[config.mk]
export PLATFORM = sky130hd
export DESIGN_NAME = product_accumulator_v_flat
export DESIGN_NICKNAME = d
export VERILOG_FILES = /design/src/rtl/product_accumulator_v_if.sv /design/src/rtl/product_accumulator_v.sv /design/src/flat_wrapper.sv
export SDC_FILE = /design/constraint.sdc
export NUM_CORES = 1
export LEC_CHECK = 0
export CORE_MARGIN = 2
export CORE_UTILIZATION = 43
export CTS_CLUSTER_DIAMETER = 200
export DETAILED_ROUTE_END_ITERATION = 7
export DONT_BUFFER_PORTS = 1
export PLACE_DENSITY = 0.59
export REMOVE_ABC_BUFFERS = 1
export SETUP_SLACK_MARGIN = 0.02
export SYNTH_ARGS = -nofsm -noshare
export SYNTH_HDL_FRONTEND = slang
export SYNTH_SLANG_ARGS = --single-unit
[constraint.sdc]
create_clock -name i_clk -period 2.81 [get_ports i_clk]
set_input_delay 0.281 -clock i_clk [delete_from_list [all_inputs] [get_ports i_clk]]
set_output_delay 0.281 -clock i_clk [all_outputs]
set_load 0.02 [all_outputs]
[src/rtl/product_accumulator_v_if.sv]
`timescale 1ns/1ps
`default_nettype none
// ============================================================================
//  Module   : product_accumulator_v_if
//  Purpose  : Product-in / result-out handshake bundle for the product
//             accumulator. The slave modport is the accumulator side; the
//             master modport is the producer/consumer side.
//  Revision : 1.0 - initial release
// ============================================================================
interface product_accumulator_v_if #(
  parameter int ACC_W = 12
);
  logic             i_clear;
  logic             i_in_valid;
  logic             o_in_ready;
  logic [3:0]       i_fu0;
  logic [3:0]       i_fu1;
  logic             o_out_valid;
  logic             i_out_ready;
  logic [ACC_W-1:0] o_sum;
  logic             o_ovf;
  logic [4:0]       o_cnt;

  modport slave (
    input  i_clear, i_in_valid, i_fu0, i_fu1, i_out_ready,
    output o_in_ready, o_out_valid, o_sum, o_ovf, o_cnt
  );

  modport master (
    output i_clear, i_in_valid, i_fu0, i_fu1, i_out_ready,
    input  o_in_ready, o_out_valid, o_sum, o_ovf, o_cnt
  );
endinterface
`default_nettype wire

[src/rtl/product_accumulator_v.sv]
`timescale 1ns/1ps
`default_nettype none
// ============================================================================
//  Module   : product_accumulator_v
//  Purpose  : Sums LEN consecutive 8-bit products ({fu1, fu0}) into a
//             saturating ACC_W-bit result with a sticky overflow flag, under
//             valid/ready handshakes on both the input and the result side.
//  Revision : 1.0 - initial release
// ============================================================================
module product_accumulator_v #(
  parameter int ACC_W = 12,   // 8..16
  parameter int LEN   = 4     // 1..16
) (
  input  logic                    i_clk,
  input  logic                    i_rst_n,
  product_accumulator_v_if.slave  bus_if
);

  typedef enum logic [1:0] {
    S_IDLE = 2'd0,
    S_ACC  = 2'd1,
    S_HOLD = 2'd2
  } state_t;

  localparam logic [4:0] c_len = 5'(LEN);

  state_t           state_q;
  logic [ACC_W-1:0] acc_q;
  logic [4:0]       cnt_q;
  logic             ovf_q;
  logic             in_ready_q;
  logic             out_valid_q;

  logic [ACC_W-1:0] acc_d;
  logic [4:0]       cnt_d;
  logic             ovf_d;
  logic [ACC_W:0]   w_prod;
  logic [ACC_W:0]   w_sum;
  logic             w_accept;
  logic             w_last;

  // Product zero-extended one bit beyond the accumulator so the carry out
  // of the add is the saturation indicator.
  assign w_prod   = {{(ACC_W-7){1'b0}}, bus_if.i_fu1, bus_if.i_fu0};
  assign w_sum    = {1'b0, acc_q} + w_prod;
  assign w_accept = bus_if.i_in_valid & in_ready_q;

  // Next accumulator/count/overflow for an accepted product: the first
  // product of a result loads, later ones add with saturation.
  always_comb begin
    cnt_d = cnt_q + 5'd1;
    if (state_q == S_IDLE) begin
      acc_d = w_prod[ACC_W-1:0];
      ovf_d = 1'b0;
    end else if (w_sum[ACC_W]) begin
      acc_d = '1;
      ovf_d = 1'b1;
    end else begin
      acc_d = w_sum[ACC_W-1:0];
      ovf_d = ovf_q;
    end
  end

  // cnt_q is zero in IDLE, so cnt_d is 1 there and LEN==1 completes at once.
  assign w_last = (cnt_d == c_len);

  // Control FSM with registered handshake outputs; clear beats everything.
  always_ff @(posedge i_clk or negedge i_rst_n) begin
    if (!i_rst_n) begin
      state_q     <= S_IDLE;
      acc_q       <= '0;
      cnt_q       <= '0;
      ovf_q       <= 1'b0;
      in_ready_q  <= 1'b1;
      out_valid_q <= 1'b0;
    end else if (bus_if.i_clear) begin
      state_q     <= S_IDLE;
      acc_q       <= '0;
      cnt_q       <= '0;
      ovf_q       <= 1'b0;
      in_ready_q  <= 1'b1;
      out_valid_q <= 1'b0;
    end else begin
      case (state_q)
        S_IDLE, S_ACC: begin
          if (w_accept) begin
            acc_q <= acc_d;
            cnt_q <= cnt_d;
            ovf_q <= ovf_d;
            if (w_last) begin
              state_q     <= S_HOLD;
              in_ready_q  <= 1'b0;
              out_valid_q <= 1'b1;
            end else begin
              state_q     <= S_ACC;
            end
          end
        end
        S_HOLD: begin
          if (bus_if.i_out_ready) begin
            state_q     <= S_IDLE;
            acc_q       <= '0;
            cnt_q       <= '0;
            ovf_q       <= 1'b0;
            in_ready_q  <= 1'b1;
            out_valid_q <= 1'b0;
          end
        end
        default: begin
          state_q     <= S_IDLE;
          acc_q       <= '0;
          cnt_q       <= '0;
          ovf_q       <= 1'b0;
          in_ready_q  <= 1'b1;
          out_valid_q <= 1'b0;
        end
      endcase
    end
  end

  assign bus_if.o_in_ready  = in_ready_q;
  assign bus_if.o_out_valid = out_valid_q;
  assign bus_if.o_sum       = acc_q;
  assign bus_if.o_ovf       = ovf_q;
  assign bus_if.o_cnt       = cnt_q;

endmodule
`default_nettype wire

[src/flat_wrapper.sv]
// flat-port wrapper written by rule: the top's interface ports become plain ports
module product_accumulator_v_flat 
#(
  parameter int ACC_W = 12,           
  parameter int LEN   = 4             
)
  (i_clk, i_rst_n, bus_if_i_clear, bus_if_i_in_valid, bus_if_i_fu0, bus_if_i_fu1, bus_if_i_out_ready, bus_if_o_in_ready, bus_if_o_out_valid, bus_if_o_sum, bus_if_o_ovf, bus_if_o_cnt);
  product_accumulator_v_if #(.ACC_W(ACC_W)) bus_if_i ();
  input  logic i_clk;
  input  logic i_rst_n;
  input wire logic [$bits(bus_if_i.i_clear)-1:0] bus_if_i_clear;
  input wire logic [$bits(bus_if_i.i_in_valid)-1:0] bus_if_i_in_valid;
  input wire logic [$bits(bus_if_i.i_fu0)-1:0] bus_if_i_fu0;
  input wire logic [$bits(bus_if_i.i_fu1)-1:0] bus_if_i_fu1;
  input wire logic [$bits(bus_if_i.i_out_ready)-1:0] bus_if_i_out_ready;
  output wire logic [$bits(bus_if_i.o_in_ready)-1:0] bus_if_o_in_ready;
  output wire logic [$bits(bus_if_i.o_out_valid)-1:0] bus_if_o_out_valid;
  output wire logic [$bits(bus_if_i.o_sum)-1:0] bus_if_o_sum;
  output wire logic [$bits(bus_if_i.o_ovf)-1:0] bus_if_o_ovf;
  output wire logic [$bits(bus_if_i.o_cnt)-1:0] bus_if_o_cnt;
  assign bus_if_i.i_clear = bus_if_i_clear;
  assign bus_if_i.i_in_valid = bus_if_i_in_valid;
  assign bus_if_i.i_fu0 = bus_if_i_fu0;
  assign bus_if_i.i_fu1 = bus_if_i_fu1;
  assign bus_if_i.i_out_ready = bus_if_i_out_ready;
  assign bus_if_o_in_ready = bus_if_i.o_in_ready;
  assign bus_if_o_out_valid = bus_if_i.o_out_valid;
  assign bus_if_o_sum = bus_if_i.o_sum;
  assign bus_if_o_ovf = bus_if_i.o_ovf;
  assign bus_if_o_cnt = bus_if_i.o_cnt;
  product_accumulator_v #(.ACC_W(ACC_W), .LEN(LEN)) u_core (.i_clk(i_clk), .i_rst_n(i_rst_n), .bus_if(bus_if_i));
endmodule
Word level (Yosys, flattened, before mapping)
Cells that the tools add are included.
Word-level totals
  bits in registers: 22
  output and inout bits: 20
  logic and storage cells: 51
  input bits: 13
Operators by class
  eq/ne operators: 7
  add/sub/neg operators: 2
  reductions and logical operators: 5
  mux-type cells: 30
  bitwise gates (word level): 1
Operators by type and width (number)
  $mux W12: 5
  $pmux W12 S2: 1
  $mux W5: 3
  $add A12 B8 Y13: 1
  $mux W1: 12
  $pmux W5 S2: 1
  $mux W2: 4
  $ne A3 B2 Y1 const B: 2
  $pmux W1 S2: 3
  $reduce_and A3 Y1: 2
  $add A5 B1 Y5 const B: 1
  $eq A5 B3 Y1 const B: 1
  $ne A4 B2 Y1 const B: 1
  $pmux W2 S2: 1
  $ne A3 B3 Y1 const B: 1
  $eq A2 B1 Y1 const B: 1
  $eq A2 B2 Y1 const B: 1
  $logic_not A2 Y1: 1
  $reduce_and A2 Y1: 1
  $reduce_or A2 Y1: 1
  $and A1 B1 Y1: 1

Depth between registers and ports, before layout
  depth in word-level cells: 6
  mapped depth: 7
  gate-level depth less buffers: 7

Least setup slack after synthesis
OpenSTA, ideal clock, no wires.
  path type: register to register
  start point: reg u_core.acc_q[0] (netlist: u_core.bus_if.o_sum[0])
  end point: reg u_core.acc_q[8] (netlist: u_core.bus_if.o_sum[8])
  cell stages (with the launch flop): 8
  data required time: 2732 ps
  path buffers: 0
  data arrival time: 2143 ps
  setup time: 78 ps
  period minus slack after synthesis: 2221 ps
  slack: 589 ps
  cell sequence: dfrtp_1 -> ha_1 -> fa_1 -> a21o_1 -> a221oi_2 -> o21ai_2 -> a31o_2 -> a21oi_1
On the way
  cells in the longest elaborated chain, start to end: 6
RTL lines
  start, declared: line product_accumulator_v.sv:28  | logic [ACC_W-1:0] acc_q;
  start signal, assigned: line product_accumulator_v.sv:71  | acc_q <= '0;
  start signal, assigned: line product_accumulator_v.sv:78  | acc_q <= '0;
  start signal, assigned: line product_accumulator_v.sv:87  | acc_q <= acc_d;
  $add A12 B8 Y13: line product_accumulator_v.sv:45  | assign w_sum = {1'b0, acc_q} + w_prod;
  $mux W12: line product_accumulator_v.sv:55  | end else if (w_sum[ACC_W]) begin
  $mux W12: line product_accumulator_v.sv:52  | if (state_q == S_IDLE) begin
  $mux W12: line product_accumulator_v.sv:86  | if (w_accept) begin
  $pmux W12 S2: line product_accumulator_v.sv:84  | case (state_q)
  $mux W12: line product_accumulator_v.sv:76  | end else if (bus_if.i_clear) begin
Every way passes these cells. The select of a mux whose other input is x is not followed.
A chain may end at the register's enable or synchronous reset.

Final worst setup path
Ends and elaborated chain as after synthesis.

==> results.cfg <==
[outcome]
run_status = completed

[clock_tree]
clkSlewWorstSetupHoldPaths_ps = 140
cts_tree = built
cts_inserted_buffers = 3
clk-insertion-delay-late_ps = 330
h-tree-depth = 1
cts_resized = 0
cts.repair_timing.setup_buffer_count = 0
cts_root_buffer = clkbuf_4
cts.sink_count = 22
hold_buffer_count_at_cts = 1
cts_buffer_depth = 2

[synthesis]
post_synth_xor_area_fraction_pct = 2.424
ys_async_sr_fraction_pct = 100.0
synthMostInstantiatedCell = nand2_1
muxShareOfSynthArea_pct = 0.7792
postSynthRegisterBits = 22
post_synth_num_cell_types = 44
synth_top_area_cell = dfrtp_1
ys_warn_count = 0
synth_compound_gate_area_share_pct = 25.80
synth_common_cells = 27 x nand2_1, 21 x dfrtp_1, 13 x o21ai_0, 10 x nor2_1
netlist_area_before_placement_sq_um = 1445
postSynth.topFlopCell = dfrtp_1
area_fraction_in_and_or_nand_and_nor_cells_after_synthesis_pct = 19.74
synth_largest_type_area_fraction_pct = 36.36
yosys.area_share.adder_pct = 9.177
synthTopCellsByArea = dfrtp_1 36%, ha_1 7.8%, nand2_1 7.0%
synth_enable_flop_cells = 0
synth_sequential_area_ratio_pct = 38.18
synthesis.instances = 159
synth_top_family_by_area = compound AO/OA/AOI/OAI gates
syn_avg_cell_area_sq_um = 9.089

[setup_path]
arrival_ps = 2680
critPathCaptureType = register
reg2reg_setup_slack_ps = 380
critPathMaxFanout = 6
start_kind = register
crit_slowest_cell = dfrtp_1
critical_path.top_delay_family = compound AO/OA/AOI/OAI gates
path_buf_inv = 0
critPathKind = register to register
cp_cell_sequence = ha_1 -> fa_1 -> a21o_1 -> a221oi_2 -> o21ai_2 -> a31o_2 -> a21oi_1
cp_slowest_stage_delay_ps = 510
critPathRequiredTime_ps = 3070

[sta]
report.final.setup_viol = 0
final_min_period_over_clock_period_pct = 86.30
final_period_minus_worst_setup_slack_ps = 2425
rsz_0062_raised_after_global_routing = false
finalHoldWorstSlack_ps = 131.2
finalHoldViolCount = 0
clock_skew_ps = 7.915
tightest_slew_ps = 1012
post-route-worst-setup-slack_ps = 384.9
tns_ps = 0
clock.fmax_mhz = 412.4
max-slew-margin-rel_pct = 32.31
final_max_slew_viol_count = 0

[final_layout]
n_antenna_cell = 0
fin_cells = 205
final_util_pct = 46.51
multi_input_area_sq_um = 837.1
fillerInstances = 315
regArea_sq_um = 551.8
fin_nets = 183
postLayoutCellArea_sq_um = 1528
layout-drive-gt1-share_pct = 10.06
syn_to_layout_area_delta_pct = 5.715

[routing]
antenna_left = 0
routedWlPerCell_um = 15.73
detail_route.first_pass.iterations = 4
drt_iter0_markers = 29
drc = 0
detail_route.wirelength_um = 3224
viasPerCell = 6.020
route.vias.total = 1234

[flow_run]
drv_cap = 0

[global_routing]
grt_max_degree = 25
grt_antenna_before_repair = 0
grt_overflow_total = 0
grt_pass1_vias = 1201
grt_first_pass_wirelength_um = 5437
grt_use_total_pct = 19.00

[floorplan]
core_region_area_sq_um = 3284
dieArea_sq_um = 3840
row_count = 21
pin_count = 33
initial_core_utilization_pct = 44.00
die_h_um = 61.97
die_w_um = 61.97

[power]
vdd.ir_drop.worst_mv = 0.1743
p_clk_share_pct = 30.1
netSwitchingPower_uw = 280.0
internal_power_uw = 560.4
leakage_nw = 0.6867
power.share.switching_pct = 33.32
sequentialPowerShare_pct = 47.4
pwr_density_cell_nw_per_um2 = 550.1
combinationalPowerShare_pct = 22.4
post-layout-total-power_uw = 840.4

[placed_design]
detailed_place.area_sq_um = 1465
post-place-ws_ps = 415.9
buffer_ports.inserted = 0
dp.cells = 200
routabilityCongestion = 0.8759
post-dp-hpwl_um = 2311

[min_path]
min_path_type = input port to register
state kept, by name (all words and copies together) (netlist names):
signal	flops
u_core.bus_if.o_cnt	5
u_core.bus_if.o_ovf	1
u_core.bus_if.o_sum	12
u_core.state_q	2
u_core.bus_if.o_in_ready	1
u_core.bus_if.o_out_valid	1
cell usage in the layout, fill, tap and decap left out, drive strengths merged, types with 5 or more instances in the layout:
cell     n
ha       9
o21ai   15
o221ai   6
inv      5
nand3    8
a21oi    9
dfrtp   21
nand2   27
nor2    10
worst reg2reg max path, stage by stage, from the launching register on:
cell	delay, ps
dfrtp_1	510
ha_1	270
fa_1	410
a21o_1	220
a221oi_2	380
o21ai_2	180
a31o_2	260
a21oi_1	130
power groups by stage:
stage          logic (mW)  clock network (mW)  registers [mW]
2_1_floorplan       0.149                   0           0.395
3_3_place_gp        0.179                   0           0.404
3_5_place_dp        0.181                   0           0.406
4_1_cts             0.190               0.260           0.399
5_1_grt             0.217               0.274           0.404
6_report            0.189               0.253           0.399
cell type report:
type | instances | share of cell area, %
Sequential cell | 22 | 36.12
Multi-Input combinational cell | 127 | 54.79
Clock inverter | 1 | 1.966
Clock buffer | 3 | 1.474
Tap cell | 46 | 3.767
Timing Repair Buffer | 1 | 0.6552
Inverter | 5 | 1.228
metal layers:
layer | track usage (%) | wire length [um] | vias to the layer above
li1 | - | - | 593
met1 | 24.97 | 1442 | 591
met2 | 31.25 | 1520 | 43
met3 | 3.934 | 217 | 7
met4 | 6.079 | 44 | 0
met5 | 0 | 0 | -
final timing paths:
check	start	endpoint	depth (start not counted)
max reg2reg	u_core.bus_if.o_sum[0]$_DFFE_PN0P_	u_core.bus_if.o_sum[8]$_DFFE_PN0P_	7
max	u_core.bus_if.o_sum[0]$_DFFE_PN0P_	u_core.bus_if.o_sum[8]$_DFFE_PN0P_	7
min reg2reg	u_core.bus_if.o_in_ready$_DFFE_PN1P_	u_core.bus_if.o_in_ready$_DFFE_PN1P_	1
max in group asynchronous	i_rst_n	u_core.bus_if.o_sum[4]$_DFFE_PN0P_	1
min	bus_if_i_out_ready	u_core.state_q[1]$_DFFE_PN0P_	2
min in group asynchronous	i_rst_n	u_core.bus_if.o_sum[3]$_DFFE_PN0P_	1
logic make-up (layout without fill, tap and decap cells):
logic type / Yosys count / after routing
AOI/OAI and AO/OA: 52 / 52
xor gates and xnor gates: 4 / 4
adders and majority gates: 10 / 10
buffers and inverters: 10 / 10
DFF: 22 / 22
muxes: 1 / 1
and+or+nand+nor: 60 / 60
No activity file was read; power rests on OpenSTA's default activity.
